## config.mk

```make
export PLATFORM = sky130hd
export DESIGN_NAME = remap_stream_stage
export DESIGN_NICKNAME = d
export VERILOG_FILES = /design/src/rtl/remap_stream_stage.sv
export SDC_FILE = /design/constraint.sdc
export NUM_CORES = 1
export LEC_CHECK = 0
export CAP_MARGIN = 20
export CORE_MARGIN = 2
export CORE_UTILIZATION = 25
export CTS_CLUSTER_SIZE = 20
export DETAILED_ROUTE_END_ITERATION = 10
export PLACE_DENSITY = 0.43
export SYNTH_ARGS = -nofsm -noshare
export SYNTH_HDL_FRONTEND = slang
export SYNTH_SLANG_ARGS = --single-unit
```

## constraint.sdc

```tcl
create_clock -name clk_i -period 2.2 [get_ports clk_i]
set_input_delay 0.33 -clock clk_i [delete_from_list [all_inputs] [get_ports clk_i]]
set_output_delay 0.33 -clock clk_i [all_outputs]
set_load 0.005 [all_outputs]
```

## src/rtl/remap_stream_stage.sv

```systemverilog
// Streaming wrapper for the remap datapath: registered input stage feeding an external
// combinational core, whose result lands one cycle later in a show-ahead, credit-guarded FIFO.
module remap_stream_stage #(
    parameter int NUM_LENGTH = 32,
    parameter int DEPTH      = 4,
    localparam int PTR_W     = $clog2(DEPTH),
    localparam int CNT_W     = $clog2(DEPTH + 1)
) (
    input  logic                  clk_i,
    input  logic                  rst_i,
    input  logic                  in_valid_i,
    output logic                  in_ready_o,
    input  logic [NUM_LENGTH-1:0] num_i,
    output logic [NUM_LENGTH-1:0] core_num_o,
    input  logic [NUM_LENGTH-1:0] core_rslt_i,
    output logic                  out_valid_o,
    input  logic                  out_ready_i,
    output logic [NUM_LENGTH-1:0] rslt_o,
    output logic [CNT_W-1:0]      count_o
);

    logic                  r_s1_valid;
    logic [NUM_LENGTH-1:0] r_core_num;
    logic [PTR_W-1:0]      r_wr_ptr;
    logic [PTR_W-1:0]      r_rd_ptr;
    logic [CNT_W-1:0]      r_count;
    logic [NUM_LENGTH-1:0] r_mem [DEPTH];

    logic [CNT_W:0]        w_occupancy;
    logic                  w_ready;
    logic                  w_accept;
    logic                  w_out_valid;
    logic                  w_pop;

    // The in-flight operand already owns a slot, so it counts against the credit.
    assign w_occupancy = {1'b0, r_count} + {{CNT_W{1'b0}}, r_s1_valid};
    assign w_ready     = w_occupancy < (CNT_W + 1)'(DEPTH);
    assign w_accept    = in_valid_i & w_ready;
    assign w_out_valid = (r_count != '0);
    assign w_pop       = w_out_valid & out_ready_i;

    always_ff @(posedge clk_i) begin
        if (rst_i) begin
            r_s1_valid <= 1'b0;
            r_core_num <= '0;
            r_wr_ptr   <= '0;
            r_rd_ptr   <= '0;
            r_count    <= '0;
        end else begin
            r_s1_valid <= w_accept;
            if (w_accept) begin
                r_core_num <= num_i;
            end
            if (r_s1_valid) begin
                r_wr_ptr <= r_wr_ptr + PTR_W'(1);
            end
            if (w_pop) begin
                r_rd_ptr <= r_rd_ptr + PTR_W'(1);
            end
            case ({r_s1_valid, w_pop})
                2'b10:   r_count <= r_count + CNT_W'(1);
                2'b01:   r_count <= r_count - CNT_W'(1);
                default: r_count <= r_count;
            endcase
        end
    end

    // Storage carries no reset; an empty FIFO never exposes it.
    always_ff @(posedge clk_i) begin
        if (!rst_i && r_s1_valid) begin
            r_mem[r_wr_ptr] <= core_rslt_i;
        end
    end

    a_no_capture_when_full: assert property (
        @(posedge clk_i) disable iff (rst_i)
        r_s1_valid |-> (r_count != CNT_W'(DEPTH))
    );

    assign in_ready_o  = w_ready;
    assign core_num_o  = r_core_num;
    assign out_valid_o = w_out_valid;
    assign rslt_o      = w_out_valid ? r_mem[r_rd_ptr] : '0;
    assign count_o     = r_count;

endmodule

```

* Word-level counts from Yosys, hierarchy flattened
Memories as Yosys holds them, arrays and structs flattened. A register that Yosys moved wholly into a read port is not among the register bits.
Cells that the tools add are included.
Widths: inputs -> output; s select.
** Word-level totals
- Register bits after elaboration :: 40
- RAM bits :: 128
- Input bits :: 68
- Output and inout bits :: 69
- Logic and storage cells :: 26
- Memories :: 1
** Memories
- r_mem :: words 4, bits a word 32, rd ports 1, clocked after memory_dff 1, write ports 1, line 27 : logic [NUM_LENGTH-1:0] r_mem [DEPTH];
** Operators by class
- Add/sub/neg operators :: 5
- $lt $le $gt $ge :: 1
- Eq/ne operators :: 2
- Mux-type cells :: 6
- Bitwise operators :: 2
- Reductions and logical operators :: 4
** Operators with widths (number)
- $mux 32 :: 1
- $pmux 3 s2 :: 1
- $add 2x1->2 const B :: 2
- $add 3x1->4 :: 1
- $lt 4x3->1 const B :: 1
- $mux 2 :: 2
- $add 3x1->3 const B :: 1
- $reduce_bool 3->1 :: 1
- $sub 3x1->3 const B :: 1
- $and 1x1->1 :: 2
- $eq 2x1->1 const B :: 1
- $eq 2x2->1 const B :: 1
- $mux 1 :: 2
- $reduce_bool 2->1 :: 1
- $logic_and 1x1->1 :: 1
- $logic_not 1->1 :: 1

* Logic depth before layout (Yosys ltp)
- Depth after elaboration :: 4
- Gate-level depth with buffers :: 8
- Gate-level depth less buffers :: 8

* Least setup slack after synthesis
Ideal clock, no wire load.
- Path type :: reg2reg
- Start point :: register r_count[0] (netlist: count_o[0])
- End point :: register r_count[2] (netlist: count_o[2])
- Setup time :: 0.070 ns
- Arrival time :: 1.759 ns
- Required time :: 2.130 ns
- Setup slack :: 0.371 ns
- Cell stages (with the launch flop) :: 9
- Buffers on the path :: 0
- Period minus slack after synthesis :: 1.829 ns
- Cells stage by stage :: dfxtp_1 > o31ai_1 > inv_1 > ha_1 > inv_1 > fa_1 > xor2_1 > or3_1 > a21oi_1
** Between the ends
- Cells in the longest elaborated chain, start to end :: 4
- Elaborated cells on any way between the ends :: 8
- Those cells by class :: add/sub (2); eq/ne (2); mux (1); bitwise (1); reduce/logical (2)
** Ends and longest elaborated chain
- start: declaration :: line 26 : logic [CNT_W-1:0] r_count;
- start signal: assignment :: line 61 : 2'b10: r_count <= r_count + CNT_W'(1);
- start signal: assignment :: line 62 : 2'b01: r_count <= r_count - CNT_W'(1);
- start signal: assignment :: line 63 : default: r_count <= r_count;
- $reduce_bool 3->1 (*) :: line 39 : assign w_out_valid = (r_count != '0);
- $and 1x1->1 (*) :: line 40 : assign w_pop = w_out_valid & out_ready_i;
- net w_pop :: line 33 : logic w_pop;
- $eq 2x1->1 / $eq 2x2->1 (equally long branches) :: line 60 : case ({r_s1_valid, w_pop})
- $pmux 3 s2 / $reduce_bool 2->1 (equally long branches)
The timed path passes the listed nets; every way through them passes the cells marked *.
A chain may end at the register's enable or synchronous reset.

==> impl_metrics.py <==
metrics = {
    "floorplanning": {
        "dieArea_um2": 28500,
        "placementRows": 60,
        "die_w_um": 169,
        "die_height_um": 169,
        "core-area_um2": 26800,
        "pin_count": 137,
        "initial_utilization_pct": 25.3,
    },
    "yosys": {
        "synth_ff_type": "edfxtp_1",
        "synth-seq-area-share_pct": 69.1,
        "syn_area_per_cell_um2": 16.9,
        "syn_area_um2": 6780,
        "yosysUniqueCellTypes": 30,
        "ys_seq_elements": 170,
        "synth-edff-count": 128,
        "synth_warnings": 0,
        "synthCells": 402,
        "synth_fp_nets": 476,
        "ys_async_sr_fraction_pct": 0,
    },
    "critical_path": {
        "crit_buf_inv": 3,
        "crit_family": "multiplexers",
        "path_class": "reg2out",
        "cpMostUsedCell": "buf_6",
        "cpPeakStageDelay_ns": 0.49,
        "worst_setup_path_start_kind": "flop",
        "rrSetupSlack_ns": 0.32,
        "end_kind": "output port",
        "reg2reg_depth": 8,
        "crit_fanout": 7,
        "cp_num_cells": 5,
        "crit_arrival_ns": 1.86,
        "path_cells": "buf_12 > buf_6 > mux4_2 > nor2b_4 > buf_6",
        "rr_startpoint": "count_o[0]",
        "cp_data_required_time_ns": 1.87,
        "crit_end": "rslt_o[15]",
        "reg2reg_to": "count_o[2]",
        "crit_slowest_cell": "mux4_2",
    },
    "detailed_routing": {
        "wirelength_um": 16400,
        "initialDrtViolationCount": 230,
        "wl_per_cell_um": 17.8,
        "drc": 0,
        "vias": 3984,
        "first_pass_iters": 5,
        "ant_nets": 0,
        "vias_per_cell": 4.32,
    },
    "placement": {
        "portBuffers": 136,
        "hpwl_um": 10200,
        "gp_congestion": 0.746,
        "dp.cells": 873,
    },
    "layout": {
        "fin_cells": 922,
        "syn_to_final_growth_pct": 40.2,
        "fill_cells": 2576,
        "nets": 642,
        "layout-drive-gt1-share_pct": 28.7,
        "antenna_cells": 0,
    },
    "sta": {
        "finClkSkew_ns": 0.0114,
        "post-route-min-period_ns": 2.19,
        "max_freq_ghz": 0.457,
        "hold-worst-slack_ns": 0.469,
        "grt_setup_unrepaired": "yes",
        "tightest_slew_ns": 0.561,
        "setup_viol": 0,
        "maxSlewViolCount": 0,
        "hold_viol": 0,
        "slew_headroom_pct": 62.6,
        "min_period_over_period_pct": 99.5,
    },
    "power": {
        "power_leakage_nw": 3.24,
        "finalPower_w": 0.0103,
        "peakVddDrop_uv": 393,
        "power_density_nw_per_um2": 1080,
    },
    "grt": {
        "track_usage_pct": 11.9,
        "grt_max_degree": 74,
        "grt_pass1_wl_um": 25300,
        "grt_overflow": 0,
        "antenna_found_initial": 1,
        "grt_pass1_vias": 4355,
    },
    "outcome": {
        "status": "finished clean",
    },
    "flow_run": {
        "drv_cap": 0,
    },
    "clock_tree": {
        "tritoncts": "yes",
        "clock_latency_ns": 0.43,
        "cts_hold_buf": 0,
        "cts_root_buffer": "clkbuf_16",
        "htreeDepth": 4,
        "clock_sinks": 170,
        "cts_made_buffers": 17,
        "cts_max_path_buffers": 2,
        "path_clk_slew_ns": 0.07,
    },
    "worst_hold_path": {
        "hold_class": "reg2reg",
    },
}
==> cell usage after synthesis, types with 2 or more instances <==
cell type  count  area share, %
buf_2          9           0.66
nand2b_1      32            3.0
o21ai_0        2           0.15
clkbuf_1      12           0.66
or3_1          2           0.18
a21oi_1        3           0.22
nor2_1         8           0.44
and2_1         4           0.37
edfxtp_1     128             57
o21ai_1       32            2.4
ha_1           5           0.92
buf_4          3           0.33
nor2b_1       27            2.5
nor2b_4        6            1.2
nand4b_1      32            4.1
dfxtp_1       42             12
xor2_1         3           0.39
mux4_2        30             10
inv_1          8           0.44
mux4_1         2           0.77
buf_12         3           0.89
==> sequential cells by signal, summed over array words and instances (netlist names), named ones only <==
| name | cells |
|---|---|
| core_num_o | 32 |
| count_o | 3 |
| r_mem | 128 |
| r_rd_ptr | 2 |
| r_s1_valid | 1 |
| r_wr_ptr | 2 |
==> logic make-up (layout without fill, tap and decap cells) <==
family | after synthesis | in the layout | synth area share, %
DFF | 170 | 170 | 69.1
and+or+nand+nor | 114 | 114 | 12.1
buffers and inverters | 36 | 215 | 3.15
xor gates and xnor gates | 4 | 4 | 0.517
muxes | 33 | 33 | 10.9
AOI/OAI and AO/OA | 39 | 39 | 3.03
adders and majority gates | 6 | 6 | 1.22
==> repair_timing <==
item	CTS	global route
setup endpoints to repair	34	31
gates resized for setup	161	15
setup buffers	16	1
cloned	2	1
endpoints found under the hold margin	0	0
pin swaps	0	1
==> report_power, final <==
group	internal, W	switching (W)
Combinational	0.00184	0.00142
Sequential	0.00362	0.000152
Clock	0.00186	0.00140
Total	0.00733	0.00298
==> per-stage QoR <==
stage / setup WS (ns) / TNS [ns] / cell area [µm²] / util (%)
2_1_floorplan: 0.371 / 0 / 6780 / -
3_3_place_gp: 0.0254 / 0 / 8660 / 32.3
3_5_place_dp: -0.0342 / -0.0342 / 8660 / 32.3
4_1_cts: -0.0641 / -0.627 / 9500 / 35.4
5_1_grt: -0.0722 / -0.657 / 9510 / 35.5
6_report: 0.0102 / 0 / 9510 / 35.5
==> cell usage in the layout (no fill, tap or decap), drive strengths merged, types with 21 or more instances in the layout <==
cell type / synthesis / final
nor2b: 33 / 33
dfxtp: 42 / 42
mux4: 32 / 32
buf: 16 / 67
o21ai: 34 / 34
nand4b: 32 / 32
nand2b: 32 / 32
clkdlybuf4s50: 0 / 104
edfxtp: 128 / 128
clkbuf: 12 / 21
==> cell type report <==
type                    instances  area [µm²]  share of cell area (%)
multi-input cells             196        2000                    21.0
clock inverters                15         225                    2.37
clock buffers                  17         425                    4.47
repair buffers                175        1710                    17.9
inverters                       8        30.0                   0.316
well taps                     341         427                    4.49
flip-flops and latches        170        4690                    49.4
==> worst min path at each step <==
stage | startpoint | to | slack, ns | depth (start not counted)
final | core_num_o[27] | core_num_o[27] | 0.47 | 2
after global routing | num_i[11] | core_num_o[11] | 0.48 | 3
after CTS | num_i[12] | core_num_o[12] | 0.45 | 3
after detailed placement | core_num_o[16] | core_num_o[16] | 0.45 | 2
after global placement | core_num_o[30] | core_num_o[30] | 0.45 | 2
after floorplan | core_rslt_i[0] | r_mem[0][0] | 0.43 | 0
==> tightest hold or removal path, delay by kind of cell (launching register included) <==
family / cells / cell delay (ns)
AOI/OAI and AO/OA: 1 / 0.05
and+or+nand+nor: 1 / 0.07
DFF: 1 / 0.31
==> layer usage <==
layer | vias up | wire, µm | part of all wire (%) | track usage (%)
li1 | 1859 | - | - | -
met1 | 1978 | 7140 | 44 | 14.5
met2 | 130 | 7730 | 47 | 19.3
met3 | 15 | 1350 | 8.2 | 4.84
met4 | 2 | 161 | 0.98 | 3.82
met5 | - | 13 | 0.079 | 0
Note: power is estimated with default switching activity, not from simulation.
==> RTL edit: new RTL, config.mk and constraints unchanged <==
`NUM_LENGTH`: 32 -> 128.
--- a/src/rtl/remap_stream_stage.sv
+++ b/src/rtl/remap_stream_stage.sv
@@ -1,7 +1,7 @@
 // Streaming wrapper for the remap datapath: registered input stage feeding an external
 // combinational core, whose result lands one cycle later in a show-ahead, credit-guarded FIFO.
 module remap_stream_stage #(
-    parameter int NUM_LENGTH = 32,
+    parameter int NUM_LENGTH = 128,
     parameter int DEPTH      = 4,
     localparam int PTR_W     = $clog2(DEPTH),
     localparam int CNT_W     = $clog2(DEPTH + 1)
Ports: changed (resized core_num_o, core_rslt_i, num_i and rslt_o); port bits go from 137 to 521. The function was not compared with the original's and may differ.
==> RTL edit against the original RTL <==
Worst hold slack worse by 0.38 ns; critical path depth up 2; setup slack got worse by 0.44 ns; non-clock buffer count is 495 higher; wire length grew to 4.6 times the old value; sequential cell count grew 480; power increased to 3.9 times the old value; the flow now finishes with violations (negative setup slack); area after synthesis increased to 3.7 times the old value; final area grew to 3.9 times the old value; critical path type unchanged; highest routed layer unchanged; sequential power grew to 3.7 times the old value; via count increased to 3.8 times the old value.
==> RTL edit: results (changes against the original RTL) <==
stage,metric,value,unit,change
routing,DR vias/cell,4.361,,was 4.321
yosys,sequential fraction of the synthesis area,71.59,%,was 69.08%
timing,Setup WS post-layout,-0.4280,ns,was 0.01024 ns
outcome,failing checks,negative setup slack,,
clock_tree,CTS Buf Count,79,,was 17
yosys,Synth Area in Adders,0.3259,%,was 1.218%
placed_design,dpl hpwl,49900,um,"was 10,150 um"
timing,setup TNS,-41.60,ns,was 0 ns
placed_design,Port Buf Inserts,520,,was 136
clock_tree,clk buf depth,3,,was 2
worst_setup_path,Worst EP arrival,2.30,ns,was 1.86 ns
timing,Worst Skew,0.01167,ns,was 0.01141 ns
hold_path,Min-Delay Endpoint,core_num_o[44],,was core_num_o[27]
cells_and_area,Layout Cells excl Fill,3502,,was 922
global_route,first-pass GRT wire length,110400,um,"was 25,250 um"
yosys,Yosys cell types,27,,was 30
cells_and_area,layout cells sized above 1,30.10,%,was 28.74%
cells_and_area,post-route cell area,36730,um2,was 9508 um2
global_route,GRT Overall Usage,14.42,%,was 11.89%
yosys,Synth Net Count,1712,,was 476
timing,Slew headroom,53.31,%,was 62.63%
global_route,number of antenna violations at the first check in global routing,19,,was 1
hold_path,hold path depth,3,,was 2
power_and_ir_drop,VDD IR max,0.0006728,V,was 0.0003930 V
cells_and_area,Filler cells,9476,,"was 2,576"
yosys,mux contribution to synthesized area,11.42,%,was 10.89%
clock_tree,htree depth,3,,was 4
cells_and_area,NumNets Final,2350,,was 642
yosys,main area contributors after synthesis,"edfxtp_1, mux4_2, dfxtp_1",,"was edfxtp_1, dfxtp_1, mux4_2"
worst_setup_path,R2R Setup Slk,0.17,ns,was 0.32 ns
placed_design,GPL Wtd Cong,0.7466,,was 0.7462
hold_path,Hold WC Path Type,input pin to flop,,was flop to flop
timing,"Setup violations, final",128,,was 0
routing,Avg WL per Cell,21.64,um,was 17.79 um
yosys,"top cells by count, synth","edfxtp_1, dfxtp_1, and2_1",,"was edfxtp_1, dfxtp_1, nand2b_1, nand4b_1, o21ai_1"
yosys,XOR/XNOR share of the synthesized area,0.1383,%,was 0.5166%
clock_tree,Clock Latency Late Sink,0.62,ns,was 0.43 ns
outcome,outcome,finished with violations,,was finished clean
yosys,"EDFF count, synth",512,,was 128
yosys,Cells after Synth,1446,,was 402
routing,DR iter-0 viols,1001,,was 230
global_route,largest net degree at the start of global routing,158,,was 74
power_and_ir_drop,Static Leak,12.21,nW,was 3.236 nW
RTL edit: cell types whose count changed after synthesis, moves of 26 or more:
cell and delta:
and2_1 +130, clkbuf_1 +56, dfxtp_1 +96, edfxtp_1 +384, mux4_2 +98, nand2b_1 +97
nand4b_1 +96, nor2b_1 -26, o21ai_0 +105
RTL edit: timing repair:
item,4_1_cts,5_1_grt
endpoints found under the hold margin,0,0
cloned,9,0
setup buffers,69,9
gates resized for setup,812,66
pin swaps,18,18
endpoints found under the setup margin,130,130
RTL edit: how the worst max path moves through the flow:
stage / slack [ns] / start / end
2_1_floorplan: 0.02 / rst_i / r_mem[1][0]
3_3_place_gp: -0.13 / flop / rslt_o[65]
3_5_place_dp: -0.15 / flop / rslt_o[65]
4_1_cts: -0.53 / flop / rslt_o[5]
5_1_grt: -0.55 / flop / rslt_o[125]
6_report: -0.43 / flop / rslt_o[3]
RTL edit: critical path: stages (launching register included):
cell,delay [ns]
dfxtp_4,0.37
buf_12,0.12
buf_12,0.14
buf_16,0.14
buf_8,0.11
mux4_2,0.49
and2_4,0.17
buf_6,0.11
RTL edit: cells by family (layout without fill, tap and decap cells):
kind of cell | after synthesis | count (layout)
AO/OA/AOI/OAI | 135 | 135
flip-flops | 650 | 650
AND/OR/NAND/NOR | 403 | 403
other | 0 | 2
XOR/XNOR | 4 | 4
adder cells (fa/ha/maj) | 6 | 6
buffers and inverters | 119 | 816
multiplexers | 129 | 129
RTL edit: layer usage:
metal,up-vias,part of all wire [%],wire [um]
li1,6920,-,-
met1,7719,40,30270
met2,497,49,37170
met3,113,8.9,6718
met4,24,1.9,1476
met5,-,0.22,164
RTL edit: area by class of cell:
type | instances | area [um2] | area share [%]
Sequential cell | 650 | 18150 | 49.41
Timing Repair Buffer | 670 | 7542 | 20.53
Clock inverter | 35 | 330.3 | 0.8993
Clock buffer | 105 | 2136 | 5.815
Antenna cell | 2 | 5.005 | 0.01363
Inverter | 6 | 22.52 | 0.06132
Tap cell | 1357 | 1698 | 4.623
Multi-Input combinational cell | 677 | 6849 | 18.65
RTL edit: report_power, final:
part | leakage (nW) | internal [mW] | switching [mW] | total (mW)
sequential | 5.76 | 13.8 | 0.237 | 14.0
clock | 1.19 | 7.32 | 5.12 | 12.4
combinational | 5.26 | 8.24 | 5.23 | 13.5
RTL edit: stage by stage:
stage	total power, mW	hold WS (ns)
3_5_place_dp	24.49	0.4556
3_3_place_gp	24.47	0.4538
6_report	39.94	0.09077
4_1_cts	40.53	0.03071
2_1_floorplan	18.72	0.4289
5_1_grt	41.83	0.07264
